--- src/rtl/mem_handshake_sync.sv ---
// N-port memory-handshake synchroniser: per-port IDLE/WAIT/DONE request gating, global
// pipeline freeze, saturating per-port stall counters and a sticky per-port watchdog.
module mem_handshake_sync #(
    parameter int NUM_PORTS   = 2,
    parameter int CNT_W       = 32,
    parameter int TIMEOUT_CYC = 1024
) (
    input  logic                       clk,
    input  logic                       rst,
    input  logic [NUM_PORTS-1:0]       req_i,
    input  logic [NUM_PORTS-1:0]       ready_i,
    input  logic                       cnt_clr_i,
    output logic [NUM_PORTS-1:0]       req_en_o,
    output logic [NUM_PORTS-1:0]       port_stall_o,
    output logic                       stall_o,
    output logic [2*NUM_PORTS-1:0]     state_o,
    output logic [CNT_W*NUM_PORTS-1:0] stall_cnt_o,
    output logic [NUM_PORTS-1:0]       timeout_o
);

    typedef enum logic [1:0] {
        IDLE = 2'b00,
        WAIT = 2'b01,
        DONE = 2'b10
    } state_t;

    localparam int WR_W = (TIMEOUT_CYC > 0) ? $clog2(TIMEOUT_CYC + 1) : 1;
    localparam logic [WR_W-1:0] WR_MAX = WR_W'(TIMEOUT_CYC);

    state_t               state_q [NUM_PORTS];
    state_t               state_d [NUM_PORTS];
    logic [CNT_W-1:0]     stall_cnt_q [NUM_PORTS];
    logic [NUM_PORTS-1:0] req_en;
    logic [NUM_PORTS-1:0] port_stall;
    logic                 stall;

    // A port parked in DONE must not re-issue its already-completed access.
    always_comb begin
        req_en     = '0;
        port_stall = '0;
        for (int k = 0; k < NUM_PORTS; k++) begin
            req_en[k]     = req_i[k] & (state_q[k] != DONE);
            port_stall[k] = req_en[k] & ~ready_i[k];
        end
        stall = |port_stall;
    end

    always_comb begin
        for (int k = 0; k < NUM_PORTS; k++) begin
            state_d[k] = IDLE;
            // NOTE: the illegal 2'b11 code lands in default and recovers to IDLE; every path assigns state_d, so no latch.
            case (state_q[k])
                IDLE, WAIT, DONE: begin
                    if (port_stall[k])  state_d[k] = WAIT;
                    else if (stall)     state_d[k] = DONE;
                    else                state_d[k] = IDLE;
                end
                default: state_d[k] = IDLE;
            endcase
        end
    end

    // NOTE: sequential state uses <= so every register samples pre-edge values regardless of block order.
    always_ff @(posedge clk or posedge rst) begin
        if (rst) begin
            for (int k = 0; k < NUM_PORTS; k++) state_q[k] <= IDLE;
        end else begin
            for (int k = 0; k < NUM_PORTS; k++) state_q[k] <= state_d[k];
        end
    end

    always_ff @(posedge clk or posedge rst) begin
        if (rst) begin
            for (int k = 0; k < NUM_PORTS; k++) stall_cnt_q[k] <= '0;
        end else begin
            for (int k = 0; k < NUM_PORTS; k++) begin
                if (cnt_clr_i)
                    stall_cnt_q[k] <= '0;
                else if (port_stall[k] && (stall_cnt_q[k] != '1))
                    stall_cnt_q[k] <= stall_cnt_q[k] + 1'b1;
            end
        end
    end

    generate
        if (TIMEOUT_CYC > 0) begin : g_watchdog
            logic [WR_W-1:0] wait_run_q [NUM_PORTS];

            always_ff @(posedge clk or posedge rst) begin
                if (rst) begin
                    for (int k = 0; k < NUM_PORTS; k++) wait_run_q[k] <= '0;
                end else begin
                    for (int k = 0; k < NUM_PORTS; k++) begin
                        if (!port_stall[k])
                            wait_run_q[k] <= '0;
                        else if (wait_run_q[k] != WR_MAX)
                            wait_run_q[k] <= wait_run_q[k] + 1'b1;
                    end
                end
            end

            // Fires only on the transition into WR_MAX, so a clear during a long stall sticks.
            always_ff @(posedge clk or posedge rst) begin
                if (rst) begin
                    timeout_o <= '0;
                end else begin
                    for (int k = 0; k < NUM_PORTS; k++) begin
                        if (cnt_clr_i)
                            timeout_o[k] <= 1'b0;
                        else if (port_stall[k] && (wait_run_q[k] == WR_MAX - WR_W'(1)))
                            timeout_o[k] <= 1'b1;
                    end
                end
            end
        end else begin : g_no_watchdog
            assign timeout_o = '0;
        end
    endgenerate

    generate
        for (genvar k = 0; k < NUM_PORTS; k++) begin : g_pack
            assign state_o[2*k +: 2]             = state_q[k];
            assign stall_cnt_o[k*CNT_W +: CNT_W] = stall_cnt_q[k];
        end
    endgenerate

    assign req_en_o     = req_en;
    assign port_stall_o = port_stall;
    assign stall_o      = stall;

endmodule
--- config.mk ---
export PLATFORM = sky130hd
export DESIGN_NAME = mem_handshake_sync
export DESIGN_NICKNAME = d
export VERILOG_FILES = /design/src/rtl/mem_handshake_sync.sv
export SDC_FILE = /design/constraint.sdc
export NUM_CORES = 1
export LEC_CHECK = 0
export ABC_AREA = 1
export CAP_MARGIN = 5
export CELL_PAD_IN_SITES_DETAIL_PLACEMENT = 1
export CELL_PAD_IN_SITES_GLOBAL_PLACEMENT = 2
export CORE_MARGIN = 3
export CORE_UTILIZATION = 39
export CTS_CLUSTER_DIAMETER = 80
export DETAILED_ROUTE_END_ITERATION = 10
export DONT_BUFFER_PORTS = 1
export PLACE_DENSITY_LB_ADDON = 0.1
export SLEW_MARGIN = 20
export SYNTH_ARGS = -nofsm -noshare
export SYNTH_HDL_FRONTEND = slang
export SYNTH_SLANG_ARGS = --single-unit
--- constraint.sdc ---
create_clock -name clk -period 8.3 [get_ports clk]
set_input_delay 1.245 -clock clk [delete_from_list [all_inputs] [get_ports clk]]
set_output_delay 1.245 -clock clk [all_outputs]
set_load 0.02 [all_outputs]
==> flow_metrics.env <==
export IMPL_outcome="finished, final reports clean"
export IMPL_tns_ns=0
export IMPL_r2r_start="state_o[0]"
export IMPL_cts_sinks=92
export IMPL_path_class="input pin to output port"
export IMPL_yosys_warnings=0
export IMPL_maxCapViolCount=0
export IMPL_pwr_share_clk=0.463
export IMPL_cts_clk_slew_worst_paths_ns=0.07
export IMPL_cp_end_kind="output port"
export IMPL_power_per_cell_area_nw_per_um2=153.5
export IMPL_rsz0062_at_grt="false"
export IMPL_initial_core_util=0.4033
export IMPL_syn_nets=819
export IMPL_insertion_delay_ns=0.35
export IMPL_dr_first_iter_drc_count=257
export IMPL_track_usage=0.2124
export IMPL_ctsLongestPathBuffers=2
export IMPL_cpMostUsedCell="nand2_1"
export IMPL_final_cell_area_um2=6102
export IMPL_hpwlAfterDp_um=12170
export IMPL_post_cts_buffers=0
export IMPL_root_buffer="clkbuf_16"
export IMPL_nFillCells=1822
export IMPL_max_stage_delay_ns=0.52
export IMPL_place_congestion=0.8363
export IMPL_synth_seq_cells=92
export IMPL_total_power_uw=936.8
export IMPL_pre_cts_ws_ns=4.548
export IMPL_drt_wl_total_um=16440
export IMPL_cts_made_buffers=9
export IMPL_grt_pass1_wl_um=27360
export IMPL_crit_chain="nand2_1 -> nor2_4 -> inv_2 -> nand2_1"
export IMPL_relSlewSlack=0.3833
export IMPL_hp_start="g_watchdog.wait_run_q[8]"
export IMPL_final_max_slew_viol_count=0
export IMPL_hold_path_end="g_watchdog.wait_run_q[8]"
export IMPL_rows=43
export IMPL_final_util=0.4362
export IMPL_routedWlPerCell_um=16.62
export IMPL_coreArea_um2=13990
export IMPL_cts_hold_buffers=0
export IMPL_fin_ws_ns=4.703
export IMPL_worstHoldPathCells=1
export IMPL_syn_to_final_growth_pct=8.161
export IMPL_final_setup_viol_count=0
export IMPL_cts_tree="yes"
export IMPL_cp_num_buf_inv=1
export IMPL_p_leak_nw=2.663
export IMPL_grt_max_degree=68
export IMPL_cp_required_ns=7.05
export IMPL_layout_nets=817
export IMPL_pwr_share_seq=0.489
export IMPL_fin_skew_ns=0.005727
export IMPL_io_pins=82
export IMPL_vias_per_cell=5.256
export IMPL_htree_levels=3
export IMPL_grt_pass1_vias=5332
export IMPL_vias=5198
export IMPL_synth_ff_type="dfrtp_1"
export IMPL_drc=0
export IMPL_chipHeight_um=126.3
export IMPL_r2r_cells=6
export IMPL_antenna_cells=0
export IMPL_dpl_cell_area_um2=5794
export IMPL_crit_slowest_cell="nor2_4"
export IMPL_grt_antenna_before_repair=0
export IMPL_die_w_um=126.3
export IMPL_combPwrFrac=0.048
export IMPL_drive_gt1_frac=0.05933
export IMPL_ant_nets=0
export IMPL_rr_endpoint="stall_cnt_o[8]"
export IMPL_die_area_um2=15950
export IMPL_ys_types=37
export IMPL_max_freq_mhz=278.0
export IMPL_crit_arrival_ns=2.35
export IMPL_syn_cell_area_um2=5642
export IMPL_first_pass_iters=4
export IMPL_syn_inst=806
export IMPL_finalCritPeriodShare=0.4334
export IMPL_cp_max_fo=17
export IMPL_finalHoldViolCount=0
export IMPL_numPortBuffers=0
export IMPL_startpoint_type="input pin"
export IMPL_min_period_ns=3.597
export IMPL_hold_class="register to register"
export IMPL_synth_edff_count=0
export IMPL_power_switching_uw=234.6
export IMPL_async_flop_share=1.000
export IMPL_cp_top_family="simple AND/OR/NAND/NOR gates"
export IMPL_post_cts_resized=0
export IMPL_sw_frac_of_total=0.2505
export IMPL_worst_pin_slew_ns=0.9251
export IMPL_grt_overflow=0
export IMPL_post_synth_cell_area_avg_um2=7.000
export IMPL_p_int_uw=702.1
export IMPL_peakVddDrop_uv=85.69
export IMPL_ff2ff_setup_slack_ns=5.72
export IMPL_ys_seq_area_frac=0.4081
[metal layers]
metal  routed length, µm  vias up  global-route usage  share of wire
met3                 551       21             0.04156          0.034
met5                   0        -                   0              0
met1                7207     2552              0.2550           0.44
li1                    -     2548                   -              -
met4                 378        0             0.07697          0.023
met2                8302       77              0.3775           0.50
[per-stage QoR]
step	cells	hold WS (ns)
global route	989	0.5337
finish	989	0.4730
detailed placement	973	0.4573
CTS	989	0.4711
floorplan	806	0.4327
global placement	973	0.4497
[Yosys cell counts (8+ instances only)]
cell type  number  area share
a21oi_1        14       0.012
dfrtp_1        92        0.41
inv_1          86       0.057
nand2_1       249        0.17
nand3_1        91       0.081
nand4_1         8      0.0089
nor2_1        108       0.072
nor3_1         13       0.012
o21ai_0        44       0.039
o21ai_1         8      0.0071
xnor2_1        14       0.022
xor2_1         16       0.025
[registers in the layout, summed over array words and instances (netlist names)]
signal,cells
stall_cnt_o,64
timeout_o,2
g_watchdog.wait_run_q,22
state_o,4
[power groups by stage]
stage / Clock (mW) / Sequential, mW / Combinational (mW)
after detailed placement: 0 / 0.467 / 0.0466
after global routing: 0.462 / 0.458 / 0.0513
final: 0.433 / 0.458 / 0.0451
after global placement: 0 / 0.467 / 0.0451
after floorplan: 0 / 0.466 / 0.0355
after CTS: 0.444 / 0.458 / 0.0466
[worst max path at each step]
stage          startpoint                  endpoint  depth (start not counted)
2_1_floorplan         rst  g_watchdog.wait_run_q[0]                          1
3_3_place_gp     req_i[0]            stall_cnt_o[6]                          5
3_5_place_dp     req_i[0]            stall_cnt_o[8]                          5
4_1_cts          req_i[1]                   stall_o                          4
5_1_grt          req_i[1]                   stall_o                          4
6_report         req_i[1]                   stall_o                          4
[worst reg2reg max path, delay by kind of cell (launching register included)]
family	cells	cell delay (ns)
AOI/OAI and AO/OA	2	0.81
and+or+nand+nor	2	0.79
buffers and inverters	2	0.39
DFF	1	0.49
[area by class of cell]
class	instances	area, µm²	area share
inverter	91	349.1	0.05721
sequential	92	2302	0.3773
clock buffer	11	242.7	0.03978
tap	180	225.2	0.03691
timing repair buffer	2	15.01	0.002461
multi-input combinational	608	2908	0.4765
clock inverter	5	60.06	0.009842
[logic make-up after synthesis]
group	Yosys count	synth area share
and+or+nand+nor	500	0.3874
buffers and inverters	106	0.07740
DFF	92	0.4081
AOI/OAI and AO/OA	71	0.06543
xor gates and xnor gates	30	0.04657
adders and majority gates	6	0.01331
muxes	1	0.001774
[layout by cell type (no fill, tap or decap), types with 5 or more instances in the layout]
cell type and count:
dfrtp_1 92, nand4_1 8, o21ai_0 44, nor2_2 5, nand2_2 5, xor2_1 16, clkbuf_16 9, xnor2_1 14
inv_1 85, nor3_1 13, a21oi_1 14, nand3_1 90, nor2_1 108, ha_1 6, o21ai_1 8, nand2_1 249
Note: power is estimated with default switching activity, not from simulation.
